==> src/rtl/gshare_bht.sv <==
// gshare_bht: gshare branch history table with a global history register and a post-reset/flush clear sweep.
// Ports: clk_i/rst_ni clock and sync active-low reset; flush_i restarts the clear sweep; debug_mode_i blocks table writes;
//   vpc_i fetch PC -> pred_valid_o/pred_taken_o per slot, pred_hist_o GHR snapshot; busy_o clear sweep active;
//   spec_valid_i/spec_taken_i speculative GHR shift; update_* resolved-branch training and mispredict GHR restore.
// Macro BHT_GSHARE_EN: history-XOR indexing and live GHR; undefined gives bimodal indexing with GHR held at 0.
module gshare_bht #(
  parameter int unsigned NR_ENTRIES = 1024,
  parameter int unsigned HIST_BITS  = 8,
  parameter int unsigned CTR_BITS   = 2,
  parameter int unsigned NR_PRED    = 2,
  parameter int unsigned PC_W       = 64
) (
  input  logic                 clk_i,
  input  logic                 rst_ni,
  input  logic                 flush_i,
  input  logic                 debug_mode_i,
  input  logic [PC_W-1:0]      vpc_i,
  output logic [NR_PRED-1:0]   pred_valid_o,
  output logic [NR_PRED-1:0]   pred_taken_o,
  output logic [HIST_BITS-1:0] pred_hist_o,
  output logic                 busy_o,
  input  logic                 spec_valid_i,
  input  logic                 spec_taken_i,
  input  logic                 update_valid_i,
  input  logic [PC_W-1:0]      update_pc_i,
  input  logic                 update_taken_i,
  input  logic [HIST_BITS-1:0] update_hist_i,
  input  logic                 update_mispredict_i
);
  localparam int unsigned IB = $clog2(NR_ENTRIES);
  localparam logic [CTR_BITS-1:0] CTR_INIT = {1'b1, {(CTR_BITS-1){1'b0}}};
  typedef enum logic {CLEAR, IDLE} state_e;
  state_e state_q, state_d;
  logic [IB-1:0] clr_idx_q, clr_idx_d;
  logic [HIST_BITS-1:0] ghr_q, ghr_d;
  logic tbl_valid_q [NR_ENTRIES];
  logic [CTR_BITS-1:0] tbl_ctr_q [NR_ENTRIES];
  logic [HIST_BITS-1:0] hash_ghr, hash_uhist;
  logic [IB-1:0] uidx;
  logic [CTR_BITS-1:0] uctr, upd_ctr;
  logic upd_en;
  logic unused_ok;

  // History occupies the top bits of the index so short histories still spread over the table.
  function automatic logic [IB-1:0] idx(input logic [IB-1:0] p, input logic [HIST_BITS-1:0] h);
    return p ^ (IB'(h) << (IB - HIST_BITS));
  endfunction

`ifdef BHT_GSHARE_EN
  assign hash_ghr   = ghr_q;
  assign hash_uhist = update_hist_i;
  // Truncating {old, new_bit} to HIST_BITS drops the oldest bit; also covers HIST_BITS=1.
  always_comb ghr_d = flush_i ? '0 :
                      (update_valid_i && update_mispredict_i) ? HIST_BITS'({update_hist_i, update_taken_i}) :
                      spec_valid_i ? HIST_BITS'({ghr_q, spec_taken_i}) : ghr_q;
`else
  assign hash_ghr   = '0;
  assign hash_uhist = '0;
  always_comb ghr_d = '0;
`endif

  assign unused_ok = ^{vpc_i, update_pc_i, update_hist_i, spec_valid_i, spec_taken_i, update_mispredict_i};

  always_ff @(posedge clk_i) begin
    if (!rst_ni) begin
      state_q   <= CLEAR;
      clr_idx_q <= '0;
      ghr_q     <= '0;
    end else begin
      state_q   <= state_d;
      clr_idx_q <= clr_idx_d;
      ghr_q     <= ghr_d;
    end
  end

  always_comb begin
    state_d   = flush_i ? CLEAR : (state_q == CLEAR && clr_idx_q == IB'(NR_ENTRIES - 1)) ? IDLE : state_q;
    clr_idx_d = (flush_i || state_q != CLEAR) ? '0 : clr_idx_q + 1'b1;
  end

  always_comb begin
    busy_o      = state_q == CLEAR;
    pred_hist_o = ghr_q;
  end

  for (genvar g = 0; g < NR_PRED; g++) begin : g_slot
    logic [IB-1:0] pidx;
    assign pidx = idx((vpc_i[IB:1] & ~IB'(NR_PRED - 1)) | IB'(g), hash_ghr);
    assign pred_valid_o[g] = tbl_valid_q[pidx] & ~busy_o;
    assign pred_taken_o[g] = tbl_ctr_q[pidx][CTR_BITS-1];
  end

  assign uidx    = idx(update_pc_i[IB:1], hash_uhist);
  assign uctr    = tbl_ctr_q[uidx];
  assign upd_ctr = update_taken_i ? (&uctr ? uctr : uctr + CTR_BITS'(1)) : (|uctr ? uctr - CTR_BITS'(1) : uctr);
  assign upd_en  = update_valid_i & ~debug_mode_i & ~busy_o & ~flush_i & rst_ni;

  // Table needs no reset: the sweep rewrites every entry before any is reported valid.
  always_ff @(posedge clk_i) begin
    if (busy_o) begin
      tbl_valid_q[clr_idx_q] <= 1'b0;
      tbl_ctr_q[clr_idx_q]   <= CTR_INIT;
    end else if (upd_en) begin
      tbl_valid_q[uidx] <= 1'b1;
      tbl_ctr_q[uidx]   <= upd_ctr;
    end
  end
endmodule

==> config.mk <==
export PLATFORM = sky130hd
export DESIGN_NAME = gshare_bht
export DESIGN_NICKNAME = d
export VERILOG_FILES = /design/src/rtl/gshare_bht.sv
export SDC_FILE = /design/constraint.sdc
export NUM_CORES = 2
export LEC_CHECK = 0
export BUFFER_PORTS_ARGS = -buffer_cell sky130_fd_sc_hd__buf_2
export CORE_ASPECT_RATIO = 0.8
export CORE_MARGIN = 1
export CORE_UTILIZATION = 38
export CTS_CLUSTER_SIZE = 10
export DETAILED_ROUTE_END_ITERATION = 10
export HOLD_SLACK_MARGIN = 0.08
export PLACE_DENSITY = 0.58
export SYNTH_ARGS = -nofsm -noshare
export SYNTH_HDL_FRONTEND = slang
export SYNTH_SLANG_ARGS = --single-unit
==> constraint.sdc <==
create_clock -name clk_i -period 66.7 [get_ports clk_i]
set_input_delay 0 -clock clk_i [delete_from_list [all_inputs] [get_ports clk_i]]
set_output_delay 0 -clock clk_i [all_outputs]
set_load 0.03 [all_outputs]
==> results.cfg <==
[setup_path]
arrival_ns = 9.54
slowest_stage = a2111oi_0
worstPathCellList = buf_8 -> buf_4 -> buf_4 -> buf_4 -> mux4_2 -> mux4_2 -> a2111oi_0 -> o21ai_0 -> a41oi_1 -> a311o_1 -> o21ai_0 -> a21oi_4 -> buf_12 -> buf_12 -> buf_4
path_class = in2reg
critPathCaptureType = flip-flop
critical_path.top_delay_family = buffers and inverters
critPathMaxStageDelay_ns = 1.12
crit_path_start_kind = input pin
crit_path_frequent_cell = buf_4
worstPathMaxFanout = 237
path_buf_inv = 7
worstPathRequired_ns = 67.23

[routing]
vias = 72611
wl_per_cell_um = 36.2
drt_pass1_iterations = 6
ant_nets = 0
drc = 0
drt_iter0_markers = 11081
wl_um = 416000
viasPerCell = 6.33

[cts]
hold_buffers = 4
clockBufferDepth = 4
clock_latency_ns = 0.90
clkTransAtPathRegs_ns = 0.05
root_buffer = clkbuf_16
post-cts-setup-buffer-count = 0
cts_resized = 0
htreeDepth = 5
cts_made_buffers = 354
cts.sinks = 3083
cts_tree = built

[run_status]
violations = max-capacitance violations
status = finished with violations

[die]
ios = 158
die_area_um2 = 348000
dieWidth_um = 659
initial_core_util_pct = 38.3
coreArea_um2 = 343000
die_h_um = 528
row_count = 192

[final_layout]
area_delta_synth_final_pct = 11.1
layout.nets = 6975
drive_gt1_share_pct = 26.4
fin_util_pct = 42.6

[yosys]
synth-main-ff-cell = edfxtp_1
ys_ff_latch = 3083
synth_edf_count = 3072
synthesis.instances = 6809
seq_area_frac_synth_pct = 70.4
avgSynthCellArea_um2 = 19.3
netlist_area_um2 = 131000
async_reset_ff_share_pct = 0
yosysUniqueCellTypes = 68
yosys_warnings = 0

[sta]
whs_ns = 0.207
fin_crit_ns = 9.02
fin_crit_sh_pct = 13.5
tightest_slew_ns = 1.47
maxSlewHeadroom_pct = 1.37
setup_violations = 0
drv_slew = 0
tns_ns = 0
finalHoldViolCount = 0
skew_ns = 0.0351
fmaxAchievable_ghz = 0.111
rsz0062_at_grt = no
fin_ws_ns = 57.68

[placed_design]
io_buffers = 29
gp_congestion = 0.874
dp_hpwl_um = 250000
pre_cts_slack_ns = 56.68

[job]
drv_cap = 1

[pwr]
max-vdd-ir-drop_mv = 0.0224
powerDensity_nw_per_um2 = 27.1
leakage_nw = 41.7

[global_route]
grt_antenna_before_repair = 49
grt_pass1_vias = 71160
grt_overflow = 0
grt_max_degree = 244
track_usage_pct = 23.6
grt_pass1_wl_um = 579000

[min_path]
hp-class = in2reg
state kept, by name, summed over array words and instances (netlist names):
name and count:
tbl_valid_q 1024, clr_idx_q 10, tbl_ctr_q 2048, state_q 1
worst reg2reg max path, delay by kind of cell, from the launching register on:
family | cells | cell delay [ns]
DFF | 1 | 0.35
AOI/OAI and AO/OA | 6 | 3.24
muxes | 2 | 1.07
buffers and inverters | 3 | 2.37
cells by family after synthesis:
family                   after synthesis  share of synthesized area, %
buffers and inverters                565                          2.11
adder cells (fa/ha/maj)                1                       0.00953
XOR/XNOR                               7                        0.0467
other                                  1                       0.00286
flip-flops                          3083                          70.4
AND/OR/NAND/NOR                     1488                          4.56
multiplexers                        1330                          21.1
AO/OA/AOI/OAI                        334                          1.76
power breakdown:
part	switching, mW	leakage (nW)	total [mW]	internal [mW]
Combinational	0.0945	10.7	0.138	0.0431
Clock	0.742	4.66	1.72	0.975
Sequential	0.000158	26.4	2.10	2.10
metal layers:
metal  wire [µm]  up-vias  global-route usage (%)
met4       13800       16                    7.28
met5         195        -                   0.414
met1      169000    39167                    34.7
li1            -    27903                       -
met3       50200      701                    6.33
met2      182000     4824                    34.3
synth_stat cells, types with 5 or more instances:
cell type | n | area (µm²)
mux2i_1 | 155 | 1550
and3_1 | 16 | 100
xor2_1 | 5 | 43.8
buf_6 | 21 | 236
nand3_1 | 32 | 160
o221ai_1 | 39 | 342
dfxtp_1 | 11 | 220
and2_1 | 16 | 100
a2111oi_0 | 19 | 166
or3_1 | 9 | 56.3
o22ai_1 | 57 | 357
nor2_1 | 1095 | 4110
nor3_1 | 34 | 170
a22oi_1 | 27 | 203
a21oi_1 | 52 | 260
nor2b_1 | 19 | 119
buf_1 | 28 | 105
buf_4 | 89 | 668
o211ai_1 | 7 | 52.6
nand4_1 | 11 | 68.8
o21ai_0 | 44 | 220
nand2_1 | 204 | 766
mux4_2 | 1147 | 25800
edfxtp_1 | 3072 | 92200
nand3b_1 | 5 | 37.5
mux2_2 | 28 | 315
a211oi_1 | 20 | 150
nor4_1 | 12 | 75.1
or2_2 | 5 | 31.3
a311oi_1 | 8 | 70.1
nand2b_1 | 22 | 138
a31oi_1 | 12 | 75.1
a221oi_1 | 5 | 43.8
buf_2 | 96 | 480
clkbuf_1 | 318 | 1190
inv_1 | 8 | 30.0
area by class of cell:
cell class,instances,area [µm²]
Antenna cell,12,30.0
Multi-Input combinational cell,3168,36400
Clock buffer,415,9350
Fill cell,29455,197000
Clock inverter,17,169
Sequential cell,3083,92500
Tap cell,4559,5700
Timing Repair Buffer,211,1720
Inverter,11,56.3
cell usage in the layout (no fill, tap or decap), drive strengths merged, types with 7 or more instances in the layout:
cell,n
nand4,11
clkinv,8
a211oi,20
nor4,12
edfxtp,3072
a21oi,52
a2111oi,19
or3,9
clkbuf,415
nor2b,19
nor3,34
conb,8
o221ai,39
nor2,1095
o211ai,7
mux4,1147
buf,207
a22oi,27
mux2,28
inv,20
dfxtp,11
nand3,32
nand2,205
o21ai,48
a311oi,8
o22ai,57
mux2i,155
and3,16
diode,12
and2,19
a31oi,12
nand2b,22
worst paths after layout:
kind | start | cells after the start | slack [ns] | endpoint
worst min-delay path | flush_i | 4 | 0.21 | state_q
worst max-delay path | update_pc_i[1] | 15 | 57.68 | tbl_ctr_q[258][0]
worst max register to register | tbl_ctr_q[11][0] | 11 | 59.22 | tbl_ctr_q[258][0]
worst min register to register | clr_idx_q[0] | 1 | 0.54 | clr_idx_q[0]
metrics by stage:
stage | std cells | area, µm² | total power, mW
2_1_floorplan | 6816 | 131000 | 2.22
6_report | 11476 | 146000 | 3.95
3_3_place_gp | 11028 | 136000 | 2.28
4_1_cts | 11464 | 146000 | 3.97
5_1_grt | 11468 | 146000 | 4.04
3_5_place_dp | 11028 | 136000 | 2.28
(Power assumes the default switching activity.)
